--- src/rtl/sccomp_dbg_pkg.sv ---
// Shared constants for the sccomp debug monitor: FSM encodings, record header
// layout and trigger-reason codes.
package sccomp_dbg_pkg;

  typedef logic [1:0] state_t;

  localparam state_t StIdle = 2'd0;
  localparam state_t StRun  = 2'd1;
  localparam state_t StDump = 2'd2;
  localparam state_t StDone = 2'd3;

  localparam int unsigned HDR_PC    = 0;
  localparam int unsigned HDR_INSTR = 1;
  localparam int unsigned HDR_CYC   = 2;
  localparam int unsigned HDR_WORDS = 3;

  localparam logic REASON_HALT    = 1'b0;
  localparam logic REASON_TIMEOUT = 1'b1;

endpackage

--- src/rtl/sccomp_dbg_outreg.sv ---
// Single-entry valid/ready output register carrying a data word plus a last flag.
module sccomp_dbg_outreg #(
  parameter int unsigned Width = 32
) (
  input  logic             clk_i,
  input  logic             rst_i,
  input  logic             load_i,
  input  logic [Width-1:0] data_i,
  input  logic             last_i,
  input  logic             ready_i,
  output logic             can_load_o,
  output logic             valid_o,
  output logic [Width-1:0] data_o,
  output logic             last_o
);

  logic             valid_q;
  logic [Width-1:0] data_q;
  logic             last_q;

  // Accepts a new word while empty or while the current one is being taken.
  assign can_load_o = !valid_q || ready_i;

  always_ff @(posedge clk_i or posedge rst_i) begin
    if (rst_i) begin
      valid_q <= 1'b0;
      data_q  <= '0;
      last_q  <= 1'b0;
    end else if (load_i) begin
      valid_q <= 1'b1;
      data_q  <= data_i;
      last_q  <= last_i;
    end else if (ready_i) begin
      valid_q <= 1'b0;
      last_q  <= 1'b0;
    end
  end

  assign valid_o = valid_q;
  assign data_o  = data_q;
  assign last_o  = last_q;

endmodule

--- src/rtl/sccomp_dbg_monitor.sv ---
// Run/halt monitor for sccomp: triggers on halt PC or cycle limit, freezes the CPU
// and streams a PC/instr/cycle/register snapshot over valid/ready.
module sccomp_dbg_monitor
  import sccomp_dbg_pkg::*;
#(
  parameter int unsigned PC_W       = 32,
  parameter int unsigned NREGS      = 32,
  parameter int unsigned CNT_W      = 16,
  parameter int unsigned MAX_CYCLES = 1000,
  parameter int unsigned ZERO_R0    = 1,
  localparam int unsigned SEL_W     = (NREGS > 1) ? $clog2(NREGS) : 1
) (
  input  logic             clk,
  input  logic             rst,
  input  logic             arm,
  input  logic [PC_W-1:0]  halt_pc,
  input  logic [PC_W-1:0]  pc,
  input  logic [PC_W-1:0]  instr,
  output logic             cpu_hold,
  output logic [SEL_W-1:0] reg_sel,
  input  logic [PC_W-1:0]  reg_data,
  output logic             dump_valid,
  input  logic             dump_ready,
  output logic [PC_W-1:0]  dump_data,
  output logic             dump_last,
  output logic             done,
  output logic             timeout,
  output logic [CNT_W-1:0] cycle_count
);

  localparam int unsigned NWORDS = NREGS + HDR_WORDS;
  localparam int unsigned IDX_W  = $clog2(NWORDS + 1);

  state_t           state_q;
  logic [CNT_W-1:0] cycle_count_q, cnt_inc;
  logic [PC_W-1:0]  hdr_pc_q, hdr_instr_q;
  logic [CNT_W-1:0] hdr_cyc_q;
  logic             timeout_q, done_q, primed_q;
  logic [IDX_W-1:0] idx_q, idx_nx;
  logic [SEL_W-1:0] reg_sel_q;
  logic             halt_hit, to_hit, trig;
  logic             can_load, load, last_fire;
  logic [PC_W-1:0]  word;
  logic             word_last;

  always_comb begin
    halt_hit  = (pc == halt_pc);
    to_hit    = (cycle_count_q == CNT_W'(MAX_CYCLES - 1));
    trig      = (state_q == StRun) && arm && (halt_hit || to_hit);
    cnt_inc   = (cycle_count_q == '1) ? cycle_count_q : cycle_count_q + CNT_W'(1);
    idx_nx    = idx_q + IDX_W'(1);
    // primed_q gives reg_sel/reg_data one cycle to settle before the first load.
    load      = (state_q == StDump) && primed_q && (idx_q < IDX_W'(NWORDS)) && can_load;
    last_fire = dump_valid && dump_ready && dump_last;
    cpu_hold  = trig || (state_q == StDump) || (state_q == StDone);
  end

  always_comb begin
    word = reg_data;
    if (idx_q == IDX_W'(HDR_PC)) begin
      word = hdr_pc_q;
    end else if (idx_q == IDX_W'(HDR_INSTR)) begin
      word = hdr_instr_q;
    end else if (idx_q == IDX_W'(HDR_CYC)) begin
      word = PC_W'(hdr_cyc_q);
    end else if ((ZERO_R0 != 0) && (idx_q == IDX_W'(HDR_WORDS))) begin
      word = '0;
    end
    word_last = (idx_q == IDX_W'(NWORDS - 1));
  end

  always_ff @(posedge clk or posedge rst) begin
    if (rst) begin
      state_q       <= StIdle;
      cycle_count_q <= '0;
      hdr_pc_q      <= '0;
      hdr_instr_q   <= '0;
      hdr_cyc_q     <= '0;
      timeout_q     <= 1'b0;
      done_q        <= 1'b0;
      primed_q      <= 1'b0;
      idx_q         <= '0;
      reg_sel_q     <= '0;
    end else begin
      case (state_q)
        StIdle: begin
          if (arm) begin
            state_q       <= StRun;
            cycle_count_q <= '0;
          end
        end
        StRun: begin
          if (!arm) begin
            state_q <= StIdle;
          end else begin
            cycle_count_q <= cnt_inc;
            if (trig) begin
              state_q     <= StDump;
              hdr_pc_q    <= pc;
              hdr_instr_q <= instr;
              hdr_cyc_q   <= cnt_inc;
              timeout_q   <= halt_hit ? REASON_HALT : REASON_TIMEOUT;
              primed_q    <= 1'b0;
              idx_q       <= '0;
              reg_sel_q   <= '0;
            end
          end
        end
        StDump: begin
          primed_q <= 1'b1;
          if (load) begin
            idx_q     <= idx_nx;
            reg_sel_q <= (idx_nx >= IDX_W'(HDR_WORDS)) ?
                         SEL_W'(idx_nx - IDX_W'(HDR_WORDS)) : '0;
          end
          if (last_fire) begin
            state_q <= StDone;
            done_q  <= 1'b1;
          end
        end
        default: begin
          if (!arm) begin
            state_q   <= StIdle;
            done_q    <= 1'b0;
            timeout_q <= 1'b0;
          end
        end
      endcase
    end
  end

  sccomp_dbg_outreg #(
    .Width (PC_W)
  ) u_outreg (
    .clk_i      (clk),
    .rst_i      (rst),
    .load_i     (load),
    .data_i     (word),
    .last_i     (word_last),
    .ready_i    (dump_ready),
    .can_load_o (can_load),
    .valid_o    (dump_valid),
    .data_o     (dump_data),
    .last_o     (dump_last)
  );

  assign reg_sel     = reg_sel_q;
  assign done        = done_q;
  assign timeout     = timeout_q;
  assign cycle_count = cycle_count_q;

endmodule

--- config.mk ---
export PLATFORM = sky130hd
export DESIGN_NAME = sccomp_dbg_monitor
export DESIGN_NICKNAME = d
export VERILOG_FILES = /design/src/rtl/sccomp_dbg_pkg.sv /design/src/rtl/sccomp_dbg_outreg.sv /design/src/rtl/sccomp_dbg_monitor.sv
export SDC_FILE = /design/constraint.sdc
export NUM_CORES = 1
export LEC_CHECK = 0
export ABC_AREA = 1
export CORE_MARGIN = 4
export CORE_UTILIZATION = 55
export CTS_BUF_LIST = sky130_fd_sc_hd__clkbuf_4
export CTS_CLUSTER_SIZE = 8
export DETAILED_ROUTE_END_ITERATION = 7
export PLACE_DENSITY_LB_ADDON = 0.1
export SLEW_MARGIN = 10
export SYNTH_ARGS = -nofsm -noshare
export SYNTH_HDL_FRONTEND = slang
export SYNTH_HIERARCHICAL = 1
export SYNTH_SLANG_ARGS = --single-unit
--- constraint.sdc ---
create_clock -name clk -period 5.3 [get_ports clk]
set_clock_uncertainty 0.1 [all_clocks]
set_input_delay 0.795 -clock clk [delete_from_list [all_inputs] [get_ports clk]]
set_output_delay 0.795 -clock clk [all_outputs]
set_load 0.01 [all_outputs]
# == After elaboration in Yosys (flattened, before gate mapping) ==
# Cells that the tools add are included.
# totals
word_cells,101
ff_bits,146
output_inout_bits,58
inputBits,132
# op_classes
n_mux,36
n_addsub,3
bitwise_logic,2
n_eq_ne,19
reduce_logical,26
order_cmp,2
# ops
operator,count
32-bit 2-to-1 mux,4
16-bit 2-to-1 mux,3
32-bit equality test,1
16-bit case mux with 2 select lines,1
5-bit 2-to-1 mux,4
6-bit 2-to-1 mux,3
"16-bit by 1-bit adder with 16-bit output, second input constant",1
"16-bit by 10-bit equality test with 1-bit output, second input constant",1
"16-bit equality test, second input constant",1
"6-bit by 2-bit equality test with 1-bit output, second input constant",2
6-bit case mux with 2 select lines,1
3-bit AND reduction,4
4-bit AND reduction,3
1-bit 2-to-1 mux,10
2-bit 2-to-1 mux,5
"2-bit inequality test, second input constant",5
5-bit case mux with 2 select lines,1
1-bit logical AND,7
"6-bit by 1-bit adder with 6-bit output, second input constant",1
"6-bit by 1-bit equality test with 1-bit output, second input constant",1
"6-bit equality test, second input constant",1
"6-bit by 2-bit greater-or-equal comparator with 1-bit output, second input constant",1
6-bit zero test,1
"6-bit < comparator, second input constant",1
other kinds (14),25

# == Longest topological paths before layout ==
# Gate-level depths: netlist (run 1).
# depth
ltp_word,6
ltp_mapped,15
depth_no_buf,13

# == Modules after synthesis ==
# The synthesis (run 1) kept the hierarchy.
# modules_own_cells
module,instances,cells_per_inst,area_each_um2,seq_area_each_um2
sccomp_dbg_monitor,1,831,6147.1,2802.7
sccomp_dbg_outreg,1,146,1378.8,850.8

# == Worst setup path after synthesis (run 1) ==
# OpenSTA, ideal clock, no wires.
# synth_path
path_kind,input-to-output
from,input pc[19]
to,output cpu_hold
arrival_time_ns,1.762
setup_slack_ns,2.643
stages,10
n_path_buf,1
t_required_ns,4.405
cell_sequence,xnor2_1 > nand2_1 > nor2_1 > nand2_1 > nor2_1 > nand2_1 > nand2_2 > nand2_4 > clkbuf_1 > nand2_1
# synth_between
elab_chain_len,5
# synth_lines
element,line,rtl
start: declaration,sccomp_dbg_monitor.sv:17,"input logic [PC_W-1:0] pc,"
32-bit equality test,sccomp_dbg_monitor.sv:47,halt_hit = (pc == halt_pc);
1-bit logical OR,sccomp_dbg_monitor.sv:49,trig = (state_q == StRun) && arm && (halt_hit || to_hit);
1-bit logical AND,sccomp_dbg_monitor.sv:49,
1-bit logical OR (2 in series),sccomp_dbg_monitor.sv:55,cpu_hold = trig || (state_q == StDump) || (state_q == StDone);
end: declaration,sccomp_dbg_monitor.sv:19,"output logic cpu_hold,"
# No other way between the ends.

# == Worst setup path after layout (run 1) ==
# layout_path
from,input arm
to,output cpu_hold
# layout_between
elab_chain_len,4
# layout_lines
element,line,rtl
start: declaration,sccomp_dbg_monitor.sv:15,"input logic arm,"
1-bit logical AND (2 in series),sccomp_dbg_monitor.sv:49,
1-bit logical OR (2 in series),sccomp_dbg_monitor.sv:55,
# No other way between the ends.

==> summary.md, run 1 <==
| Metric | Value |
|---|---|
| Outcome | `completed` |
| Post-CTS Setup Repair Bufs | `0` |
| I/O Pins | `190` |
| Synthesized cell area | `7530 µm²` |
| Final Wtd Congestion | `0.973` |
| Worst hold path type | `flip-flop to flip-flop` |
| CP Cell Sequence | `clkdlybuf4s50_1 -> inv_1 -> nor2_2 -> inv_1 -> nor2_2 -> nand2_4 -> nand2_1 -> clkdlybuf4s50_1` |
| Post-detailed-route DRC marker count | `0` |
| Slew Viols, Final | `0` |
| Syn nets | `1114` |
| Vias in the first global route | `6807` |
| WP data arrival | `3190 ps` |
| Total CTS buffers | `17` |
| Final Hold Vio Count | `0` |
| Number of hold buffers added after cts | `0` |
| R2R setup slack | `2350 ps` |
| Cts repair resizes | `0` |
| Worst r2r src | `cycle_count[0]` |
| Antenna diode instance count | `0` |
| Sequential fraction of the synthesis area | `0.485` |
| Peak VDD IR | `0.000190 V` |
| Post-Route Hold Slack | `384 ps` |
| Largest net degree at the start of global routing | `108` |
| Clock network latency to the later pin of the worst-skew pair | `550 ps` |
| Least-Margin Pin Slew | `1110 ps` |
| Port-buffer cells | `189` |
| Post-synth top area cell | `dfrtp_1` |
| Capturing instance or port of the critical path | `cpu_hold` |
| Launch point of the critical path | `arm` |
| Post-layout minimum cycle time | `4090 ps` |
| Total overflow reported by the global router | `0` |
| Place WS | `1260 ps` |
| First drt pass iteration count | `5` |
| Cell area after layout | `9760 µm²` |
| H-tree depth reported by CTS | `4` |
| Type of element launching the critical path | `input pin` |
| Remaining antenna violation count | `0` |
| Number of warnings issued by yosys | `6` |
| Effective utilization at floorplan | `0.566` |
| NumNets Final | `1288` |
| Clock root buffer master | `clkbuf_4` |
| Post-synth cell types | `33` |
| Core Region | `13300 µm²` |
| Area enclosed by the die boundary | `15600 µm²` |
| Clock tree from TritonCTS | `yes` |
| Chip Width | `125 µm` |
| Top cell type's share of synthesized area | `0.485` |
| Lkg Pwr | `4.87 nW` |
| Kind of end point of the critical path | `output pin` |
| Post-detailed-placement half-perimeter wirelength | `14900 µm` |
| Number of cell instances on the worst register-to-register path | `10` |
| Placement-stage cell area | `9480 µm²` |
| Mean Syn Cell Area | `7.70 µm²` |
| Final-report setup violation count | `0` |
| Synthesis-stage register bit count | `146` |
| Via count | `7128` |
| Power, Total | `0.00290 W` |
| Required time of the worst setup path | `4410 ps` |
| Routed length per placed instance | `16.0 µm` |
| Starting DRC count in detailed routing | `662` |
| Antenna violations before repair | `0` |
| Total global-route track usage | `0.273` |
| Max transition margin | `0.262` |
| RR Endpoint | `idx_q[5]` |
| Setup Crit Path Kind | `input pin to output pin` |
| Aggregate routed wire length | `21500 µm` |
| Row count | `42` |
| Worst Setup Slack, final | `1210 ps` |
| PD cells | `297 nW/µm²` |
| Worst-case clock buffer depth | `2` |
| Top cells by area in the synthesized netlist | `dfrtp_1 (49%), nand2_1 (22%), xnor2_1 (3.0%)` |
| Area overhead of the layout relative to synthesis | `29.7%` |
| Slowest cell on the critical path | `clkdlybuf4s50_1` |
| Worst-path fanout max | `15` |
| Count of clock tree sinks | `146` |
| Unrepaired setup endpoints after global routing | `false` |
| First-pass GRT wire length | `34300 µm` |
| MaxCap Viol Count | `0` |
| Fraction of final layout cells with drive strength greater than 1 | `0.0576` |
| Largest stage delay, worst path | `540 ps` |
| Achievable clock frequency | `245 MHz` |
| Detail-routed via count per cell | `5.32` |
| Die height | `125 µm` |
| Number of instances in the synthesized netlist | `977` |
| Final setup TNS | `0 ps` |
| Final critical-path share of the clock period | `0.772` |
| Clock edge transition at the registers on the reported setup and hold paths | `100 ps` |
cell type report:
cell class / count / area (µm²)
fill: 1058 / 3530
clock inverter: 13 / 143
timing repair buffer: 198 / 1970
clock buffer: 19 / 143
tap: 176 / 220
multi-input combinational: 727 / 3390
inverter: 61 / 239
sequential: 146 / 3650
cell families after synthesis:
family,Yosys count,synth area share
and+or+nand+nor,564,0.297
DFF,146,0.485
AOI/OAI and AO/OA,115,0.0916
buffers and inverters,104,0.0673
xor gates and xnor gates,43,0.0500
adders and majority gates,5,0.00831
metrics by stage:
stage	instances	util
2_1_floorplan	977	-
3_3_place_gp	1308	0.713
3_5_place_dp	1308	0.713
4_1_cts	1340	0.734
5_1_grt	1340	0.734
6_report	1340	0.734
worst max-delay path, delay by kind of cell:
kind | cells | cell delay, ps
AND/OR/NAND/NOR | 4 | 1080
buffers and inverters | 4 | 1310
cells in the final DEF (no fill, tap or decap), types with 2 or more instances in the layout:
cell type        instances
nand4_1                  7
a22oi_1                 27
clkinv_2                 5
clkdlybuf4s50_1        189
clkinv_1                 3
o22ai_1                  6
nand3_1                 23
nor3_1                   6
dfrtp_1                146
ha_1                     5
xor2_1                  17
o21ai_1                 10
a31oi_1                 22
inv_2                    3
nand2_2                 12
bufinv_16                3
inv_1                   56
o31ai_1                  2
a21oi_1                 16
clkbuf_4                19
o21ai_0                 30
xnor2_1                 26
nor4_1                   2
nor2_1                  52
nand2_1                451
nor2_2                   7
buf_4                    8
per-layer routing:
metal	global-route usage	vias to the layer above	share of wire
li1	-	3451	-
met1	0.377	3352	0.44
met2	0.428	279	0.47
met3	0.0657	46	0.069
met4	0.0918	0	0.027
met5	0	-	0
power by group:
part | switching [W] | leakage [nW] | total [W] | internal (W)
registers | 0.0000964 | 1.92 | 0.00135 | 0.00125
logic | 0.000420 | 2.79 | 0.000834 | 0.000414
clock network | 0.000388 | 0.158 | 0.000717 | 0.000329
total | 0.000904 | 4.87 | 0.00290 | 0.00199
sequential cells by signal (all words and copies together) (netlist names):
| register | flops |
|---|---|
| reg_sel | 5 |
| idx_q | 6 |
| done | 1 |
| cycle_count | 16 |
| u_outreg/last_o | 1 |
| hdr_pc_q | 32 |
| hdr_cyc_q | 16 |
| primed_q | 1 |
| u_outreg/valid_o | 1 |
| hdr_instr_q | 32 |
| timeout | 1 |
| state_q | 2 |
| u_outreg/data_o | 32 |
cell usage after synthesis:
| master | count |
|---|---|
| inv_1 | 57 |
| inv_8 | 1 |
| buf_6 | 5 |
| buf_12 | 1 |
| a22oi_1 | 27 |
| clkbuf_8 | 3 |
| xor2_1 | 17 |
| nor3_2 | 1 |
| o21ai_1 | 10 |
| nand4_1 | 7 |
| nand3_1 | 23 |
| nor3_1 | 6 |
| xnor2_1 | 26 |
| nand2_4 | 1 |
| inv_2 | 3 |
| clkbuf_1 | 16 |
| a21oi_1 | 16 |
| or2_2 | 1 |
| nor2_1 | 54 |
| o31ai_1 | 2 |
| buf_4 | 1 |
| o22ai_1 | 6 |
| buf_2 | 17 |
| dfrtp_1 | 146 |
| nor2_2 | 6 |
| o311ai_1 | 1 |
| o211ai_1 | 1 |
| o21ai_0 | 30 |
| nand2_1 | 451 |
| nor4_1 | 2 |
| ha_1 | 5 |
| a31oi_1 | 22 |
| nand2_2 | 12 |
worst min-delay path by stage:
stage                                    from             endpoint  slack, ps  depth (start not counted)
after floorplan                      primed_q             primed_q        340                          2
after global placement    u_outreg/data_o[27]  u_outreg/data_o[27]        350                          2
after detailed placement   u_outreg/data_o[7]   u_outreg/data_o[7]        360                          2
after CTS                 u_outreg/data_o[27]  u_outreg/data_o[27]        380                          2
after global routing       u_outreg/data_o[6]   u_outreg/data_o[6]        410                          2
final                     u_outreg/data_o[27]  u_outreg/data_o[27]        380                          2
Note: power is estimated with default switching activity, not from simulation.
==> run 2: changes to the inputs <==
--- a/config.mk
+++ b/config.mk
@@ -7,7 +7,7 @@
 export LEC_CHECK = 0
 export ABC_AREA = 1
 export CORE_MARGIN = 4
-export CORE_UTILIZATION = 55
+export CORE_UTILIZATION = 46
 export CTS_BUF_LIST = sky130_fd_sc_hd__clkbuf_4
 export CTS_CLUSTER_SIZE = 8
 export DETAILED_ROUTE_END_ITERATION = 7
==> constraint.sdc (replaced) <==
create_clock -name clk -period 3.7 [get_ports clk]
set_clock_uncertainty 0.1 [all_clocks]
set_input_delay 0.555 -clock clk [delete_from_list [all_inputs] [get_ports clk]]
set_output_delay 0.555 -clock clk [all_outputs]
set_load 0.01 [all_outputs]
==> run 2 against run 1 <==
Global-route usage decreased by 2.8 points. Wire length increased by 2.5%. Register-to-register slack got worse by 1200 ps. Critical endpoint unchanged. Largest power group unchanged.
==> summary.md, run 2 (same netlist as run 1, synthesis figures left out) <==
| Metric | Value |
|---|---|
| Total overflow reported by the global router | `0` |
| Clock root buffer master | `clkbuf_4` |
| Cts repair resizes | `0` |
| WP data arrival | `2570 ps` |
| Die height | `136 µm` |
| Max transition margin | `0.570` |
| Worst Setup Slack, final | `471 ps` |
| Post-Route Hold Slack | `333 ps` |
| Setup Crit Path Kind | `input pin to output pin` |
| Unrepaired setup endpoints after global routing | `false` |
| Final setup TNS | `0 ps` |
| Vias in the first global route | `6835` |
| Final Wtd Congestion | `0.873` |
| I/O Pins | `190` |
| Clock edge transition at the registers on the reported setup and hold paths | `130 ps` |
| Routed length per placed instance | `15.9 µm` |
| NumNets Final | `1293` |
| Effective utilization at floorplan | `0.472` |
| Most common cell after layout, fill and taps aside | `nand2_1` |
| Post-CTS Setup Repair Bufs | `0` |
| Worst-path fanout max | `3` |
| PD cells | `432 nW/µm²` |
| Port-buffer cells | `189` |
| Area overhead of the layout relative to synthesis | `32.0%` |
| Final-report setup violation count | `0` |
| Achievable clock frequency | `310 MHz` |
| Post-detailed-placement half-perimeter wirelength | `15500 µm` |
| Most frequent cells in the layout | `nand2_1 (451), clkdlybuf4s50_1 (189), dfrtp_1 (146), inv_1 (55), nor2_1 (52)` |
| Power, Total | `0.00429 W` |
| Met3 Use GR | `0.0518` |
| Antenna violations before repair | `1` |
| Clock tree from TritonCTS | `yes` |
| Starting DRC count in detailed routing | `540` |
| Post-detailed-route DRC marker count | `0` |
| Clock network latency to the later pin of the worst-skew pair | `550 ps` |
| Final critical-path share of the clock period | `0.873` |
| Row count | `46` |
| Place WS | `475 ps` |
| Type of element launching the critical path | `input pin` |
| Required time of the worst setup path | `3040 ps` |
| H-tree depth reported by CTS | `4` |
| Outcome | `completed` |
| Via count | `6915` |
| Chip Width | `136 µm` |
| Count of clock tree sinks | `146` |
| Final Hold Vio Count | `0` |
| Met1 usage | `0.339` |
| Worst hold path type | `input pin to asynchronous set/reset pin` |
| Total global-route track usage | `0.245` |
| Largest net degree at the start of global routing | `109` |
| Most heavily used metal layer in global routing | `met2` |
| Fraction of final layout cells with drive strength greater than 1 | `0.0642` |
| Core Region | `15900 µm²` |
| Lkg Pwr | `4.92 nW` |
| Final standard cell count with taps included and fillers excluded | `1386` |
| Slew Viols, Final | `0` |
| Peak VDD IR | `0.000305 V` |
| Kind of end point of the critical path | `output pin` |
| DP Cell Count | `1353` |
| First-pass GRT wire length | `35100 µm` |
| Detail-routed via count per cell | `4.99` |
| MaxCap Viol Count | `0` |
| Post-layout minimum cycle time | `3230 ps` |
| Worst-case clock buffer depth | `2` |
| Met2 routing resource usage after global routing | `0.395` |
| Number of hold buffers added after cts | `0` |
| Area enclosed by the die boundary | `18500 µm²` |
| Least-Margin Pin Slew | `643 ps` |
| Remaining antenna violation count | `0` |
| First drt pass iteration count | `5` |
| Total CTS buffers | `17` |
| Aggregate routed wire length | `22000 µm` |
[run 2: cell types whose count changed in the layout (fill, tap and decap cells not counted)]
cell	change
diode_2	+1
clkinv_2	-3
buf_12	+3
clkinvlp_4	+3
clkinv_1	-2
buf_4	+2
bufinv_16	+1
inv_1	-1
clkinv_4	+2
[run 2: path summary, 6_finish.rpt]
kind / slack [ps] / start / end / cells after the start
worst max-delay path: 470 / pc[4] / cpu_hold / 11
worst min-delay path: 330 / rst / hdr_instr_q[24] / 2
worst max register to register: 1130 / idx_q[1] / u_outreg/data_o[21] / 9
worst min register to register: 380 / u_outreg/data_o[10] / u_outreg/data_o[10] / 2
max in group asynchronous: 2350 / rst / idx_q[4] / 3
min in group clk: 380 / u_outreg/data_o[10] / u_outreg/data_o[10] / 2
[run 2: critical path: stages]
cell and delay, ps:
clkdlybuf4s50_1 520, xnor2_1 140, nand2_1 70, nor2_1 200
nand2_1 100, nor2_1 90, nand2_1 120, nand2_2 100
nand2_4 60, nand2_1 60, clkdlybuf4s50_1 550
[run 2: cell type report]
cell class / instances / area, µm²
Fill cell: 1519 / 6010
Sequential cell: 146 / 3650
Multi-Input combinational cell: 727 / 3390
Timing Repair Buffer: 203 / 2050
Tap cell: 216 / 270
Inverter: 61 / 239
Clock inverter: 13 / 186
Clock buffer: 19 / 143
Antenna cell: 1 / 2.50
[run 2: stage by stage]
stage               utilization  instance area [µm²]
CTS                       0.623                 9930
finish                    0.623                 9930
floorplan                     -                 7530
global placement          0.602                 9600
detailed placement        0.602                 9600
global route              0.623                 9930
[run 2: power by group]
| part | internal [W] | switching, W |
|---|---|---|
| Combinational | 0.000606 | 0.000604 |
| Sequential | 0.00179 | 0.000140 |
| Clock | 0.000550 | 0.000600 |
[run 2: routing by layer]
| layer | up-vias | part of all wire |
|---|---|---|
| li1 | 3458 | - |
| met1 | 3233 | 0.45 |
| met2 | 201 | 0.48 |
| met3 | 23 | 0.059 |
| met4 | 0 | 0.014 |
| met5 | - | 0 |
